<file path="src/rtl/home_event_arbiter.sv">
// rtl/home_event_arbiter.sv - round-robin home actuator arbiter with fire override
module home_event_arbiter #(
  parameter int HOLD_CYCLES = 4,
  parameter int T_LOW       = 50,
  parameter int T_HIGH      = 70
) (
  input  logic       Clk,
  input  logic       Rst,
  input  logic       SFD,
  input  logic       SRD,
  input  logic       SFA,
  input  logic       SW,
  input  logic [6:0] ST,
  output logic       fdoor,
  output logic       rdoor,
  output logic       alarmbuzz,
  output logic       winbuzz,
  output logic       heater,
  output logic       cooler,
  output logic [2:0] display,
  output logic       busy
);

  typedef enum logic [1:0] {IDLE, SERVE, GAP} state_t;

  localparam logic [6:0] T_LOW_V  = 7'(T_LOW);
  localparam logic [6:0] T_HIGH_V = 7'(T_HIGH);
  localparam logic [3:0] HOLD_M1  = 4'(HOLD_CYCLES - 1);

  state_t     state_q, state_d;
  logic [5:0] pending_q, pending_d;
  logic [5:0] act_q, act_d;
  logic [3:0] cnt_q, cnt_d;
  logic [2:0] ptr_q, ptr_d;
  logic [2:0] display_q, display_d;
  logic [5:0] req, mask, clr;
  logic [2:0] rr_idx, gnt_idx, cand;
  logic       rr_found;

  function automatic logic [2:0] wrap6(input logic [3:0] v);
    return (v >= 4'd6) ? 3'(v - 4'd6) : v[2:0];
  endfunction

  assign req = {(ST > T_HIGH_V), (ST < T_LOW_V), SW, SFA, SRD, SFD};

  // Round-robin search starts just after the last granted index.
  always_comb begin
    rr_found = 1'b0;
    rr_idx   = 3'd0;
    cand     = 3'd0;
    for (int k = 1; k <= 6; k++) begin
      cand = wrap6({1'b0, ptr_q} + 4'(k));
      if (!rr_found && pending_q[cand]) begin
        rr_found = 1'b1;
        rr_idx   = cand;
      end
    end
    gnt_idx = pending_q[2] ? 3'd2 : rr_idx;
  end

  always_comb begin
    state_d   = state_q;
    cnt_d     = cnt_q;
    ptr_d     = ptr_q;
    act_d     = act_q;
    display_d = display_q;
    clr       = '0;
    mask      = '0;
    case (state_q)
      IDLE: begin
        if (|pending_q) begin
          state_d   = SERVE;
          cnt_d     = HOLD_M1;
          act_d     = 6'b1 << gnt_idx;
          display_d = gnt_idx + 3'd1;
          clr       = 6'b1 << gnt_idx;
          // Fire grants leave the rotation pointer where it was.
          if (!pending_q[2]) ptr_d = gnt_idx;
        end
      end
      SERVE: begin
        mask = act_q;
        if (cnt_q == 4'd0) begin
          state_d   = GAP;
          act_d     = '0;
          display_d = '0;
        end else begin
          cnt_d = cnt_q - 4'd1;
        end
      end
      GAP:     state_d = IDLE;
      default: state_d = IDLE;
    endcase
    pending_d = (pending_q | (req & ~mask)) & ~clr;
  end

  always_ff @(posedge Clk or negedge Rst) begin
    if (!Rst) begin
      state_q   <= IDLE;
      pending_q <= '0;
      act_q     <= '0;
      cnt_q     <= '0;
      ptr_q     <= 3'd5;
      display_q <= '0;
    end else begin
      state_q   <= state_d;
      pending_q <= pending_d;
      act_q     <= act_d;
      cnt_q     <= cnt_d;
      ptr_q     <= ptr_d;
      display_q <= display_d;
    end
  end

  assign fdoor     = act_q[0];
  assign rdoor     = act_q[1];
  assign alarmbuzz = act_q[2];
  assign winbuzz   = act_q[3];
  assign heater    = act_q[4];
  assign cooler    = act_q[5];
  assign display   = display_q;
  assign busy      = (state_q != IDLE);

endmodule

</file>
<file path="config.mk">
export PLATFORM = sky130hd
export DESIGN_NAME = home_event_arbiter
export DESIGN_NICKNAME = d
export VERILOG_FILES = /design/src/rtl/home_event_arbiter.sv
export SDC_FILE = /design/constraint.sdc
export NUM_CORES = 1
export LEC_CHECK = 0
export CAP_MARGIN = 20
export CORE_MARGIN = 2
export CORE_UTILIZATION = 55
export DETAILED_ROUTE_END_ITERATION = 8
export PLACE_DENSITY = 0.76
export SYNTH_ARGS = -nofsm -noshare
export SYNTH_HDL_FRONTEND = slang
export SYNTH_SLANG_ARGS = --single-unit
</file>
<file path="constraint.sdc">
create_clock -name Clk -period 4.5 [get_ports Clk]
set_clock_uncertainty 0.2 [all_clocks]
set_input_delay 0.9 -clock Clk [delete_from_list [all_inputs] [get_ports Clk]]
set_output_delay 0.9 -clock Clk [all_outputs]
set_load 0.01 [all_outputs]
</file>
==> metrics list <==
- Hold Vio Cnt, Final: 0
- Final number of max-transition violations: 0
* Sum of net half-perimeters after detailed placement: 4120 um
- Overall routed net length: 5590 um
* Biggest area contributors in the synthesized netlist: sky130_fd_sc_hd__dfrtp_1 25%, sky130_fd_sc_hd__ha_1 9.0%, sky130_fd_sc_hd__a21oi_1 4.7%, sky130_fd_sc_hd__nand2_1 4.6%, sky130_fd_sc_hd__mux2i_1 3.6%
* Area added between synthesis and finish: 13.8%
- The net count of the finished layout is ~300.
- Area of the mapped netlist: approximately 2200 um2
* Worst Hold Launch: cnt_q[0]$_DFFE_PN0P_
- The first global-routing pass estimated roughly 9200 um of wire.
* H-tree level count: 1
* Remaining Overflow, GRT: 0
- Clock transition time at the flip-flop clock pins of the worst setup and hold paths: roughly 90 ps
- For the worst setup path, the data required time is about 4500 ps.
- The netlist uses 64 different library cells.
- Multi-input gate area: approximately 1500 um2
- Top-area cell type share of the netlist area: 0.247
- Clock latency on the worst-skew pair, taken at its later pin, is ~270 ps.
- At the end of routability-driven placement, the weighted congestion stood at roughly 0.85.
* Number of placement rows: 23
* Buffers added on ports: 22
- Worst setup slack after layout: between 400 and 500 ps
- The worst setup path is of the register to register kind.
- Period utilization: 0.907
* Hold buffer count at cts: 0
- Launch point of the worst reg-to-reg path: ptr_q[2]$_DFFE_PN1P_
- Total via count after detailed routing: just over 2,000
- In the routed design, unresolved DRC markers number 0.
- Counting the fill cells in the layout gives 331.
* Placement-stage worst setup slack: roughly 500 ps
- CTS saw 24 sinks.
- STA classifies the critical path startpoint as a register.
- The detail route stage leaves a number of antenna-violating nets equal to 0.
* Number of standard cells after synthesis: 260
- Number of buffers inserted during clock tree synthesis: 3
- Wirelength per Cell: about 17 um
- The number of nets handed over by synthesis was 289.
- The number of antenna violations at the first check in global routing was 0.
* Main synth FF type: sky130_fd_sc_hd__dfrtp_1
- Maximum number of pins on one net before global-route repair: 25
* Overall routing resource usage: 0.264
* Avg Cell Area, Syn: 8.56 um2
- Setup crit end: act_q[1]$_DFFE_PN0P_
- Seq. cell area: ~600 um2
- Of all flip-flops after synthesis, the portion carrying an async set or reset was 1.00.
- Gates resized, CTS repair: 0
- Area of the die: approximately 4600 um2
* Top-count cell post-synth: sky130_fd_sc_hd__nand2_1
- Summed over all instances, the cell type with the most area after synthesis is sky130_fd_sc_hd__dfrtp_1.
- Number of ports placed on the die boundary: 23
- The min-delay analysis places its worst path in the category register to register.
* Core Box Area: 3940 um2
- Maximum clock insertion buffer count: 2
- The smallest clock period supported by the final layout is computed as around 4000 ps.
- In this run the vertical extent of the chip is 67.6 um.
- In this run the critical register-to-register path is captured at act_q[1]$_DFFE_PN0P_.
- Arrival time worst endpoint: between 4000 and 5000 ps
- 0 antenna diodes ended up in the layout.
- Final Util: 0.642
- The die is between 60 and 70 um wide.
- The commonest cells after synthesis are 27 x sky130_fd_sc_hd__nand2_1, 22 x sky130_fd_sc_hd__dfrtp_1, 21 x sky130_fd_sc_hd__a21oi_1.
- Sequential fraction of the synthesis area: 0.271
- Run status: finished clean
* Top fanout value on the critical path: 12
- For this run, the number of Yosys warnings is 0.
- Starting density of the core: 0.564
- The synthesized design contains 24 register bits.
- Post-CTS timing repair inserted 0 buffers for setup.
- TritonCTS built the clock tree.
- Via/cell ratio: approximately 6.3
* 1st-pass router iterations: 4
- The synthesized design contains 0 enable-type register cells.
* Critical path capture point type: register
- Max-capacitance violation count: 0
- Total Negative Setup Slacks: 0 ps
- Library cell used as clock root buffer: sky130_fd_sc_hd__clkbuf_8
- Reg2reg path depth: 12
* Timing startpoint of the critical path: ptr_q[2]$_DFFE_PN1P_
- Of the cells placed in the final design, the portion with a size suffix greater than 1 is 0.0942.
* Worst max-slew margin expressed relative to the limit: 0.627
- Initial drt markers: about 160
- The setup check on the worst reg-to-reg path leaves a slack of between 400 and 500 ps.
* Highest clock frequency the design can meet: 0.245 GHz
- Slew at the pin closest to its max-slew limit: roughly 560 ps
* Final setup viols: 0
- Setup repair after global routing left no endpoint under its margin.
- The via count of the first global-routing pass is between 1,500 and 2,000.
-- state kept, by name (all words and copies together) (netlist names) --
register / cells
pending_q: 6
ptr_q: 3
display: 3
cnt_q: 4
state_q: 2
act_q: 6
-- placed cells by master, fill, tap and decap left out, drive strengths merged, types with 6 or more instances in the layout --
cell / Yosys / final
o21ai: 16 / 16
clkdlybuf4s50: 0 / 22
nor2: 14 / 14
nand2: 27 / 27
and2: 6 / 6
xnor2: 8 / 8
mux2i: 8 / 8
nand3: 9 / 9
inv: 10 / 10
a21oi: 21 / 21
a31oi: 8 / 8
nand2b: 8 / 8
dfrtp: 22 / 22
ha: 16 / 16
-- how the worst min path moves through the flow --
stage	to	slack, ps	depth (start not counted)
3_3_place_gp	cnt_q[0]$_DFFE_PN0P_	280	1
3_5_place_dp	cnt_q[0]$_DFFE_PN0P_	290	1
6_report	cnt_q[0]$_DFFE_PN0P_	300	1
2_1_floorplan	cnt_q[0]$_DFFE_PN0P_	260	1
4_1_cts	cnt_q[0]$_DFFE_PN0P_	300	1
5_1_grt	cnt_q[0]$_DFFE_PN0P_	330	1
-- critical path: stages, from the launching register on --
cell and delay [ps]:
sky130_fd_sc_hd__dfstp_2 690, sky130_fd_sc_hd__inv_1 170, sky130_fd_sc_hd__ha_1 410, sky130_fd_sc_hd__a211oi_1 360, sky130_fd_sc_hd__xnor2_1 290, sky130_fd_sc_hd__mux2i_1 440
sky130_fd_sc_hd__nor3b_2 280, sky130_fd_sc_hd__nor3b_1 220, sky130_fd_sc_hd__o22ai_1 180, sky130_fd_sc_hd__and2_1 200, sky130_fd_sc_hd__ha_1 240, sky130_fd_sc_hd__a32oi_1 200
sky130_fd_sc_hd__o21ai_0 90
-- metal layers --
| metal | GRT usage | up-vias | part of all wire |
|---|---|---|---|
| li1 | - | 983 | - |
| met1 | 0.341 | 1002 | 0.43 |
| met2 | 0.456 | 55 | 0.50 |
| met3 | 0.0233 | 13 | 0.045 |
| met4 | 0.0969 | 0 | 0.024 |
| met5 | 0 | - | 0 |
-- area by class of cell --
type,count,share of cell area
Multi-Input combinational cell,213,0.590
Sequential cell,24,0.238
Timing Repair Buffer,25,0.104
Tap cell,50,0.0247
Clock buffer,3,0.0163
Inverter,10,0.0148
Clock inverter,1,0.0119
-- cells by family after synthesis --
group / synth area share
AO/OA/AOI/OAI: 0.247
XOR/XNOR: 0.0433
adder cells (fa/ha/maj): 0.0900
buffers and inverters: 0.0568
flip-flops: 0.271
multiplexers: 0.0748
AND/OR/NAND/NOR: 0.217
-- per-stage QoR --
stage / instance area [um2] / hold WS [ps] / std cells
6_report: 2530 / 299 / 326
5_1_grt: 2530 / 334 / 326
4_1_cts: 2500 / 303 / 325
3_5_place_dp: 2430 / 291 / 321
3_3_place_gp: 2430 / 281 / 320
2_1_floorplan: 2220 / 262 / 260
Power is left out: the tool's default activity adds up to more than one toggle a clock period on the data nets, which glitch-free logic cannot reach.
